[src/rtl/tgl_hs_pkg.sv]
// Shared types and default sizes for the two-phase (toggle) request/acknowledge link.
package tgl_hs_pkg;

    typedef enum logic {
        IDLE = 1'b0,
        HOLD = 1'b1
    } state_t;

    localparam int DEF_DATA_W      = 8;
    localparam int DEF_SYNC_STAGES = 2;

endpackage

[src/rtl/tgl_sync.sv]
// Flop-chain synchronizer for a single toggle level; shared by the link's rx and tx ends.
// Latency: SYNC_STAGES cycles from d to q.
// Backpressure: none; q simply tracks d delayed.
module tgl_sync #(
    parameter int SYNC_STAGES = 2
) (
    input  logic CLK,
    input  logic RST,
    input  logic d,
    output logic q
);

    logic [SYNC_STAGES-1:0] chain;

    always_ff @(posedge CLK) begin
        if (RST) begin
            chain <= '0;
        end else begin
            chain <= {chain[SYNC_STAGES-2:0], d};
        end
    end

    assign q = chain[SYNC_STAGES-1];

endmodule

[src/rtl/tgl_handshake_rx.sv]
// Receive end of the toggle req/ack link: sync REQ_TGL, capture DATA_IN, offer it valid/ready, flip ACK_TGL on consume.
// Latency: DOUT_VALID rises SYNC_STAGES+1 edges after REQ_TGL flips; ACK_TGL flips on the accepting edge.
// Backpressure: DOUT held while DOUT_READY=0; ACK withheld, so the transmitter stalls. TGL_RX_OVR_EN adds OVR_CNT.
module tgl_handshake_rx
    import tgl_hs_pkg::*;
#(
    parameter int DATA_W      = DEF_DATA_W,
    parameter int SYNC_STAGES = DEF_SYNC_STAGES
`ifdef TGL_RX_OVR_EN
    ,
    parameter int CNT_W       = 8
`endif
) (
    input  logic              CLK,
    input  logic              RST,
    input  logic              REQ_TGL,
    input  logic [DATA_W-1:0] DATA_IN,
    output logic [DATA_W-1:0] DOUT,
    output logic              DOUT_VALID,
    input  logic              DOUT_READY,
    output logic              ACK_TGL
`ifdef TGL_RX_OVR_EN
    ,
    output logic [CNT_W-1:0]  OVR_CNT
`endif
);

    state_t state;
    state_t state_nxt;
    logic   req_sync;
    logic   req_seen;
    logic   pending;
    logic   capture;
    logic   consume;

    tgl_sync #(
        .SYNC_STAGES(SYNC_STAGES)
    ) u_req_sync (
        .CLK(CLK),
        .RST(RST),
        .d  (REQ_TGL),
        .q  (req_sync)
    );

    assign pending    = req_sync ^ req_seen;
    assign DOUT_VALID = (state == HOLD);

    always_comb begin
        state_nxt = state;
        capture   = 1'b0;
        consume   = 1'b0;
        case (state)
            IDLE: begin
                if (pending) begin
                    capture   = 1'b1;
                    state_nxt = HOLD;
                end
            end
            HOLD: begin
                if (DOUT_READY) begin
                    consume   = 1'b1;
                    state_nxt = IDLE;
                end
            end
            default: state_nxt = IDLE;
        endcase
    end

    // req_seen only advances on capture, so flips during HOLD stay pending (odd) or cancel (even).
    always_ff @(posedge CLK) begin
        if (RST) begin
            state    <= IDLE;
            req_seen <= 1'b0;
            ACK_TGL  <= 1'b0;
            DOUT     <= '0;
        end else begin
            state <= state_nxt;
            if (capture) begin
                DOUT     <= DATA_IN;
                req_seen <= req_sync;
            end
            if (consume) begin
                ACK_TGL <= ~ACK_TGL;
            end
        end
    end

`ifdef TGL_RX_OVR_EN
    logic req_sync_d;

    always_ff @(posedge CLK) begin
        if (RST) begin
            req_sync_d <= 1'b0;
            OVR_CNT    <= '0;
        end else begin
            req_sync_d <= req_sync;
            if ((state == HOLD) && (req_sync != req_sync_d) && (OVR_CNT != {CNT_W{1'b1}})) begin
                OVR_CNT <= OVR_CNT + CNT_W'(1);
            end
        end
    end
`endif

endmodule

[config.mk]
export PLATFORM = sky130hd
export DESIGN_NAME = tgl_handshake_rx
export DESIGN_NICKNAME = d
export VERILOG_FILES = /design/src/rtl/tgl_hs_pkg.sv /design/src/rtl/tgl_sync.sv /design/src/rtl/tgl_handshake_rx.sv
export SDC_FILE = /design/constraint.sdc
export NUM_CORES = 1
export LEC_CHECK = 0
export ABC_AREA = 1
export CORE_UTILIZATION = 42
export CTS_BUF_LIST = sky130_fd_sc_hd__clkbuf_4
export DETAILED_ROUTE_END_ITERATION = 8
export GPL_TIMING_DRIVEN = 0
export HOLD_SLACK_MARGIN = 0.1
export PLACE_DENSITY = 0.74
export SETUP_SLACK_MARGIN = 0.05
export SLEW_MARGIN = 20
export SYNTH_ARGS = -nofsm -noshare
export SYNTH_HDL_FRONTEND = slang
export SYNTH_HIERARCHICAL = 1
export SYNTH_SLANG_ARGS = --single-unit
[constraint.sdc]
create_clock -name CLK -period 1.23 [get_ports CLK]
set_clock_uncertainty 0.1 [all_clocks]
set_input_delay 0.246 -clock CLK [delete_from_list [all_inputs] [get_ports CLK]]
set_output_delay 0.246 -clock CLK [all_outputs]
set_load 0.005 [all_outputs]
==> impl_metrics.json <==
{
  "cp_cell_sequence": "clkdlybuf4s15_1",
  "max-vdd-ir-drop_mv": 0.613,
  "hold_slack_ns": 0.228,
  "synth_cell_types": 14,
  "critPathKind": "reg -> out",
  "num_antenna_cells": 0,
  "yosys.area.top_type": "dfxtp_1",
  "status": "complete, no violations",
  "nets": 130,
  "grt_pass1_vias": 446,
  "tightest_slew_ns": 0.321,
  "dieArea_um2": 1600,
  "cts_num_sinks": 13,
  "antenna_found_initial": 0,
  "mostFrequentLayoutCells": "inv_1, nand2_1, nor2_1",
  "clock_latency_ns": 0.28,
  "rows": 13,
  "dpl.cell_count": 125,
  "cp_data_arrival_time_ns": 0.81,
  "grt_pass1_wl_um": 1680,
  "htreeDepth": 1,
  "required_ns": 0.88,
  "clk_pin_slew_ns": 0.08,
  "drt-total-wl_um": 1170,
  "cp_slowest_stage_delay_ns": 0.33,
  "min_from": "RST",
  "worstHoldEndpoint": "u_req_sync/chain[1]",
  "grt_max_degree": 11,
  "numPortBuffers": 21,
  "path_delay_family": "flip-flops",
  "yosysSeqAreaShare_pct": 42.9,
  "r2r_slack_ns": 0.14,
  "drive_above_1_share_pct": 23.9,
  "wl_per_cell_um": 8.89,
  "postRouteAntennaNets": 0,
  "syn_to_final_growth_pct": 46.2,
  "synth_cells": 89,
  "synthTopCellsByArea": "dfxtp_1, inv_1, nand2_1",
  "whs_path_depth": 2,
  "drc": 0,
  "synth_nets": 101,
  "mostFrequentLayoutCell": "inv_1",
  "core_region_area_um2": 1320,
  "syn_area_um2": 607,
  "ys.warnings.count": 6,
  "start_util_pct": 46.1,
  "grt_overflow_total": 0,
  "min_period_over_period_pct": 94.0,
  "reg2reg_depth": 6,
  "rsz0062_at_grt": "no",
  "critPathCaptureType": "primary output",
  "maxSlewHeadroom_pct": 78.6,
  "timing.fmax_ghz": 0.865,
  "drt_iter0_markers": 3,
  "start_kind": "register",
  "routabilityCongestion": 0.727,
  "finalMaxSlewViolations": 0,
  "vias": 572,
  "hold_class": "in -> reg",
  "cts_buffer_depth": 2,
  "ys_ff_latch": 13,
  "syn_avg_cell_area_um2": 6.82,
  "path_buf_inv": 1,
  "critPathSlowestCell": "dfxtp_2",
  "cap_viol_max_count": 0,
  "vias_per_cell": 4.33,
  "finalSetupTns_ns": 0,
  "die_h_um": 40.0,
  "fin_area_um2": 887,
  "reg2reg_to": "DOUT[2]",
  "power_leakage_nw": 0.473,
  "fin_crit_ns": 1.16,
  "tritoncts": "built",
  "r2r-start": "DOUT_VALID",
  "fin_util_pct": 67.3,
  "dr.pass1.iters": 2,
  "pin_count": 22,
  "stdcell_count": 132,
  "hpwl_um": 824,
  "cts-root-buf": "clkbuf_4",
  "track_usage_pct": 15.9,
  "finalHoldViolCount": 0,
  "crit_fanout": 2,
  "powerDensity_nw_per_um2": 1160,
  "die_w_um": 40.0,
  "cts_made_buffers": 3,
  "placed_area_um2": 836,
  "synth_top_area_share_pct": 42.9,
  "setup_viol": 0
}
==> flip-flops by register name, summed over array words and instances (netlist names) <==
signal            cells
req_seen              1
ACK_TGL               1
DOUT                  8
DOUT_VALID            1
u_req_sync/chain      2
==> metrics by stage <==
stage	power, mW	setup WS [ns]
global route	1.09	0.0472
finish	1.03	0.0741
CTS	1.04	0.0493
global placement	0.740	-0.223
detailed placement	0.745	-0.241
floorplan	0.623	0.275
==> synthesized netlist by cell type <==
cell / count
inv_1: 28
nand2_1: 19
dfxtp_1: 13
nor2_1: 11
nand4_1: 8
inv_2: 2
a21oi_1: 1
clkinv_1: 1
nand2_2: 1
nand2_8: 1
nand3_1: 1
nand3_4: 1
o21ai_0: 1
xor2_1: 1
==> final cells by class <==
type | count | area (um2)
well taps | 15 | 18.8
clock buffers | 4 | 30.0
repair buffers | 23 | 203
flip-flops and latches | 13 | 275
multi-input cells | 45 | 230
repair inverters | 1 | 7.51
fillers | 134 | 430
inverters | 31 | 123
==> power by group <==
group | internal [mW] | switching [mW] | leakage (nW) | total [mW]
Clock | 0.148 | 0.151 | 0.0184 | 0.299
Combinational | 0.121 | 0.122 | 0.343 | 0.244
Sequential | 0.467 | 0.0189 | 0.111 | 0.486
==> worst max-delay path by stage <==
stage	slack [ns]	to	depth (start not counted)	from
floorplan	0.28	DOUT[0]	6	req_seen
global placement	-0.22	req_seen	4	RST
detailed placement	-0.24	req_seen	4	RST
CTS	0.05	DOUT_VALID	1	DOUT_VALID
global route	0.05	DOUT[2]	1	DOUT[2]
finish	0.07	DOUT[2]	1	DOUT[2]
==> metal layers <==
layer	share of wire (%)	wire, um	track usage [%]	vias to the layer above
met5	0	0	0	-
met4	3.5	41	10.3	0
met3	5.8	68	3.33	5
met2	42	496	23.8	17
met1	48	566	20.5	234
li1	-	-	-	316
==> kinds of logic (layout without fill, tap and decap cells) <==
family	after synthesis	in the layout	synth area share, %
compound gates	2	2	1.65
xor+xnor	1	1	1.44
buf+inv	31	59	19.2
flops	13	13	42.9
simple gates	42	42	34.8
==> what timing repair did <==
item | 4_1_cts | 5_1_grt
gates cloned | 0 | 1
setup buffers | 2 | 0
hold buffers | 0 | 0
gates resized for setup | 31 | 9
setup endpoints to repair | 10 | 15
No activity file was read; power rests on OpenSTA's default activity.
